**src/rtl/mult_ctrl.sv**
```systemverilog
// mult_ctrl: sequencing controller for the 32-bit shift-add multiplier.
// Drives datapath mux selects, counts N_ITER shift-add iterations and
// reports busy/done. Optional feature macro: MULT_CTRL_ABORT_EN (adds the
// abort input, which cancels an operation in LOAD or CALC).
module mult_ctrl #(
  parameter int unsigned N_ITER = 32
) (
  input  logic clk,
  input  logic reset,
  input  logic start,
  input  logic b_lsb,
`ifdef MULT_CTRL_ABORT_EN
  input  logic abort,
`endif
  output logic a_sel,
  output logic b_sel,
  output logic prod_sel,
  output logic add_sel,
  output logic busy,
  output logic done
);

  localparam int unsigned CW = (N_ITER > 1) ? $clog2(N_ITER) : 1;
  localparam logic [CW-1:0] CNT_LAST = CW'(N_ITER - 1);

  typedef enum logic [1:0] {
    S_IDLE,
    S_LOAD,
    S_CALC,
    S_DONE
  } state_t;

  state_t        state_q, state_d;
  logic [CW-1:0] cnt_q, cnt_d;
  logic          abort_req;

`ifdef MULT_CTRL_ABORT_EN
  assign abort_req = abort;
`else
  assign abort_req = 1'b0;
`endif

  // State and iteration counter registers; reset returns to IDLE at once.
  always_ff @(posedge clk or posedge reset) begin
    if (reset) begin
      state_q <= S_IDLE;
      cnt_q   <= '0;
    end else begin
      state_q <= state_d;
      cnt_q   <= cnt_d;
    end
  end

  // Next-state, counter update and datapath select decode.
  always_comb begin
    state_d  = state_q;
    cnt_d    = cnt_q;
    a_sel    = 1'b1;
    b_sel    = 1'b1;
    prod_sel = 1'b1;
    add_sel  = 1'b0;
    busy     = 1'b0;
    done     = 1'b0;
    unique case (state_q)
      S_IDLE: begin
        // start has priority over abort here because abort is not decoded in IDLE
        if (start) state_d = S_LOAD;
      end
      S_LOAD: begin
        a_sel    = 1'b0;
        b_sel    = 1'b0;
        prod_sel = 1'b0;
        busy     = 1'b1;
        cnt_d    = '0;
        state_d  = abort_req ? S_IDLE : S_CALC;
      end
      S_CALC: begin
        busy    = 1'b1;
        add_sel = b_lsb;
        cnt_d   = cnt_q + 1'b1;
        if (cnt_q == CNT_LAST) state_d = S_DONE;
        if (abort_req) begin
          state_d = S_IDLE;
          cnt_d   = '0;
        end
      end
      S_DONE: begin
        done    = 1'b1;
        state_d = S_IDLE;
      end
      default: begin
        state_d = S_IDLE;
        cnt_d   = '0;
      end
    endcase
  end

endmodule

```
**config.mk**
```make
export PLATFORM = sky130hd
export DESIGN_NAME = mult_ctrl
export DESIGN_NICKNAME = d
export VERILOG_FILES = /design/src/rtl/mult_ctrl.sv
export SDC_FILE = /design/constraint.sdc
export NUM_CORES = 1
export LEC_CHECK = 0
export CORE_AREA = 2 2 39 41
export CTS_CLUSTER_SIZE = 14
export DETAILED_ROUTE_END_ITERATION = 8
export DIE_AREA = 0 0 41 43
export PLACE_DENSITY = 0.59
export SYNTH_ARGS = -nofsm -noshare
export SYNTH_HDL_FRONTEND = slang
export SYNTH_SLANG_ARGS = --single-unit
export TNS_END_PERCENT = 5
```
**constraint.sdc**
```tcl
create_clock -name clk -period 3.1 [get_ports clk]
set_input_delay 0.465 -clock clk [delete_from_list [all_inputs] [get_ports clk]]
set_output_delay 0.465 -clock clk [all_outputs]
set_load 0.05 [all_outputs]
```
==> flow_summary.json, run 1 <==
{
  "cp_top_family": "buffers and inverters",
  "endpoint_kind": "output pin",
  "synthXorXnorAreaFrac_pct": 0,
  "ant_nets": 0,
  "grt_usage_pct": 11.1,
  "initial_core_util_pct": 31.0,
  "cts_tree": "built",
  "die_width_um": 41,
  "arrival_ps": 2030,
  "yosys.area.top_type": "dfrtp_1",
  "crit_chain": "inv_1 -> ha_1 -> and2_1 -> clkdlybuf4s50_1",
  "coreArea_sq_um": 1380,
  "syn_inst": 45,
  "syn_to_final_growth_pct": 26.5,
  "synth_seq_cells": 7,
  "yosysWarnings": 0,
  "diodes": 0,
  "grt_max_degree": 11,
  "vias": 338,
  "synth_cell_type_count": 15,
  "regArea_sq_um": 175,
  "cts_made_buffers": 3,
  "outcome": "finished, final reports clean",
  "antenna_found_initial": 0,
  "cts_root_buf": "clkbuf_4",
  "fmax_ghz": 0.401,
  "ctsLongestPathBuffers": 2,
  "fin_crit_sh_pct": 80.4,
  "synthMuxAreaShare_pct": 2.33,
  "path_class": "reg2out",
  "path_buf_inv": 2,
  "die-area_sq_um": 1760,
  "hold_viol": 0,
  "postRouteWirelength_um": 739,
  "rsz0062_at_grt": "no",
  "r2r_slack_ps": 1650,
  "dr.pass1.iters": 4,
  "first_iter_violations": 7,
  "slowest_stage": "clkdlybuf4s50_1",
  "slew_violations": 0,
  "r2r-end": "state_q[1]",
  "cts_sinks": 7,
  "cap_violations": 0,
  "synth_top_area_share_pct": 40.8,
  "synth_top_family_by_area": "adder cells",
  "slew-limit-headroom_pct": 67.3,
  "synth_area_per_cell_sq_um": 9.54,
  "htreeDepth": 1,
  "synthAdderAreaFrac_pct": 17.5,
  "finalSetupViolCount": 0,
  "path_max_fanout": 7,
  "synth-simple-area-share_pct": 11.7,
  "layout_min_cycle_time_ps": 2490,
  "synth.area.top_cells": "dfrtp_1 (41%), ha_1 (17%), inv_1 (7.9%)",
  "n_fill_cell": 147,
  "routed_via_density": 4.76,
  "syn_area_sq_um": 429,
  "layout-drive-gt1-share_pct": 9.09,
  "drc": 0,
  "clock_latency_ps": 250,
  "cts_setup_buffers": 0,
  "wl_per_cell_um": 10.4,
  "nNetsFinal": 66,
  "clkTransAtPathRegs_ps": 60,
  "grt_overflow": 0,
  "io_pins": 10,
  "worstPathRequired_ps": 2630,
  "rr_worst_depth": 5,
  "syn-num-nets": 55,
  "multi_input_area_sq_um": 194,
  "cts_hold_buf": 0,
  "crit_path_max_incr_delay_ps": 790,
  "final_cell_mix": "inv_1 (9), clkdlybuf4s50_1 (9), dfrtp_1 (7)",
  "synth_compound_area_share_pct": 13.7,
  "setup-tns-final_ps": 0,
  "die_h_um": 43,
  "ctsResizeCount": 0,
  "reg2reg_from": "cnt_q[0]",
  "cp-start-kind": "flip-flop",
  "finalClockSkew_ps": 0.586,
  "io_buffer_count": 9,
  "fp-row-count": 14,
  "synth-seq-area-share_pct": 40.8,
  "grt_pass1_vias": 312,
  "worst_pin_slew_ps": 490,
  "grt_first_pass_wirelength_mm": 1.29,
  "place_congestion": 0.732,
  "hold_path.class": "in2async",
  "hpwl_um": 549
}
final cells by class:
class	instances	share of cell area [%]
tap	16	3.69
multi-input combinational	25	35.7
clock buffer	4	4.84
timing repair buffer	9	16.6
sequential	7	32.3
inverter	10	6.91
metal layers:
| metal | vias to the layer above | global-route usage (%) | part of all wire [%] | routed length (um) |
|---|---|---|---|---|
| met1 | 156 | 15.5 | 47 | 346 |
| li1 | 166 | - | - | - |
| met4 | 0 | 8.00 | 1.6 | 12 |
| met2 | 14 | 14.1 | 45 | 333 |
| met3 | 2 | 3.14 | 6.4 | 47 |
| met5 | - | 0 | 0 | 0 |
worst reg2reg max path: cells and delay by family (launching register included):
kind                       cells  cell delay [ps]
DFF                            1              400
muxes                          1              200
and+or+nand+nor                1              190
adders and majority gates      2              410
AOI/OAI and AO/OA              1              180
how the worst max path moves through the flow:
stage                     from  endpoint  slack, ps  cells after the start
finish              state_q[0]   add_sel        610                      4
CTS                 state_q[0]   add_sel        590                      4
global route        state_q[0]      busy        510                      3
floorplan           state_q[1]     b_sel       1440                      4
global placement         b_lsb   add_sel        820                      3
detailed placement       b_lsb   add_sel        810                      3
kinds of logic (layout without fill, tap and decap cells):
kind of cell,after synthesis,in the layout
adder cells (fa/ha/maj),6,6
AO/OA/AOI/OAI,9,9
multiplexers,1,1
buffers and inverters,13,23
AND/OR/NAND/NOR,9,9
flip-flops,7,7
sequential cells by signal, indices dropped and copies added, names as in the netlist:
register	count
state_q	2
cnt_q	5
cell usage after synthesis, drive strengths merged:
master,number
inv,10
dfrtp,7
mux2i,1
o22ai,1
nor3,1
and3,2
buf,3
and2,1
a22o,1
o21ai,6
nand3,4
ha,6
a22oi,1
nor2b,1
through the flow:
stage	std cells	cell area (sq um)	hold slack (ps)	setup slack, ps	utilization (%)
detailed placement	67	517	505	811	37.3
global placement	67	517	502	817	37.3
floorplan	45	429	268	1440	-
CTS	71	543	468	585	39.2
global route	71	543	478	513	39.2
finish	71	543	448	607	39.2
Power of run 1 is not shown: default switching activity piles up to over one toggle a cycle in this logic, so the estimate is an artifact.
==> run 2: changes to the inputs <==
==> constraint.sdc (replaced) <==
create_clock -name clk -period 2.6 [get_ports clk]
set_input_delay 0.39 -clock clk [delete_from_list [all_inputs] [get_ports clk]]
set_output_delay 0.39 -clock clk [all_outputs]
set_load 0.05 [all_outputs]
==> flow_summary.json, run 2 (synthesis results as in run 1) <==
{
  "outcome": "finished, final reports clean",
  "grt_first_pass_wirelength_mm": 1.26,
  "grt_overflow": 0,
  "first_iter_violations": 4,
  "arrival_ps": 2000,
  "final_cell_mix": "inv_1 (9), clkdlybuf4s50_1 (9), dfrtp_1 (7)",
  "place_congestion": 0.734,
  "fp-row-count": 14,
  "antenna_found_initial": 0,
  "hold_viol": 0,
  "cts_sinks": 7,
  "routed_via_density": 4.61,
  "cts_tree": "built",
  "hpwl_um": 534,
  "dr.pass1.iters": 4,
  "grt_usage_pct": 11.9,
  "clkTransAtPathRegs_ps": 50,
  "die_h_um": 43,
  "slew_violations": 0,
  "worstPathRequired_ps": 2210,
  "die_width_um": 41,
  "largest_reg_flops": 5,
  "postRouteWirelength_um": 706,
  "drc": 0,
  "grt_pass1_vias": 305,
  "fin_util_pct": 39.2,
  "hold_path.class": "in2async",
  "grt_max_degree": 11,
  "htreeDepth": 1,
  "fmax_ghz": 0.419,
  "layout-drive-gt1-share_pct": 9.09,
  "ctsResizeCount": 0,
  "max_flop_register": "cnt_q",
  "cts_hold_buf": 0,
  "ctsLongestPathBuffers": 2,
  "path_max_fanout": 7,
  "coreArea_sq_um": 1380,
  "path_class": "reg2out",
  "wl_per_cell_um": 9.94,
  "io_buffer_count": 9,
  "syn_to_final_growth_pct": 26.5,
  "n_fill_cell": 152,
  "cap_violations": 0,
  "die-area_sq_um": 1760,
  "fin_crit_sh_pct": 91.8,
  "cts_made_buffers": 3,
  "slew-limit-headroom_pct": 67.2,
  "cts_root_buf": "clkbuf_4",
  "rsz0062_at_grt": "no",
  "worst_pin_slew_ps": 490,
  "vias": 327,
  "layout_min_cycle_time_ps": 2390,
  "setup-tns-final_ps": 0,
  "endpoint_kind": "output pin",
  "clock_latency_ps": 250,
  "io_pins": 10,
  "top_regs": "cnt_q: 5 flops, state_q: 2 flops",
  "fin_hold_ws_ps": 378,
  "cp-start-kind": "flip-flop",
  "nNetsFinal": 66,
  "finalClockSkew_ps": 1.20,
  "cts_setup_buffers": 0,
  "diodes": 0,
  "initial_core_util_pct": 31.0,
  "finalSetupViolCount": 0,
  "ant_nets": 0
}
[run 2: worst max-delay path: stages, from the launching register on]
cell and delay, ps:
dfrtp_1 390, inv_1 100, ha_1 290, and2_1 160, clkdlybuf4s50_1 790
[run 2: worst paths after layout]
check | start | to | slack (ps) | depth (start not counted)
worst min-delay path | reset | state_q[1] | 380 | 2
max in group asynchronous | reset | cnt_q[0] | 2010 | 2
worst max-delay path | state_q[0] | add_sel | 210 | 4
worst max register to register | cnt_q[0] | state_q[1] | 1140 | 5
min in group clk | cnt_q[2] | cnt_q[2] | 520 | 1
worst min register to register | cnt_q[2] | cnt_q[2] | 520 | 1
[run 2: cell type report]
| class | count | area (sq um) | share of cell area, % |
|---|---|---|---|
| Timing Repair Buffer | 9 | 90.1 | 16.6 |
| Multi-Input combinational cell | 25 | 194 | 35.7 |
| Inverter | 10 | 37.5 | 6.91 |
| Clock buffer | 4 | 26.3 | 4.84 |
| Tap cell | 16 | 20.0 | 3.69 |
| Sequential cell | 7 | 175 | 32.3 |
[run 2: routing by layer]
metal / wire [um] / track usage, %
met1: 317 / 14.2
met2: 341 / 14.1
met3: 31 / 4.71
met4: 15 / 14.0
met5: 0 / 0
[run 2: through the flow]
step           cells  cell area (sq um)  setup WS, ps
2_1_floorplan     45                429           960
3_3_place_gp      67                517           451
3_5_place_dp      67                517           466
4_1_cts           71                543           188
5_1_grt           71                543           105
6_report          71                543           213
Power of run 2 is left out for the same reason.
==> run 3: changes to the inputs <==
--- a/config.mk
+++ b/config.mk
@@ -6,6 +6,7 @@
 export NUM_CORES = 1
 export LEC_CHECK = 0
 export CORE_AREA = 2 2 39 41
+export CTS_CLUSTER_DIAMETER = 30
 export CTS_CLUSTER_SIZE = 14
 export DETAILED_ROUTE_END_ITERATION = 8
 export DIE_AREA = 0 0 41 43
==> results of run 3 <==
Same layout as run 2: the final DEF is identical, and so are final timing and power.
Power of run 3 is left out for the same reason.
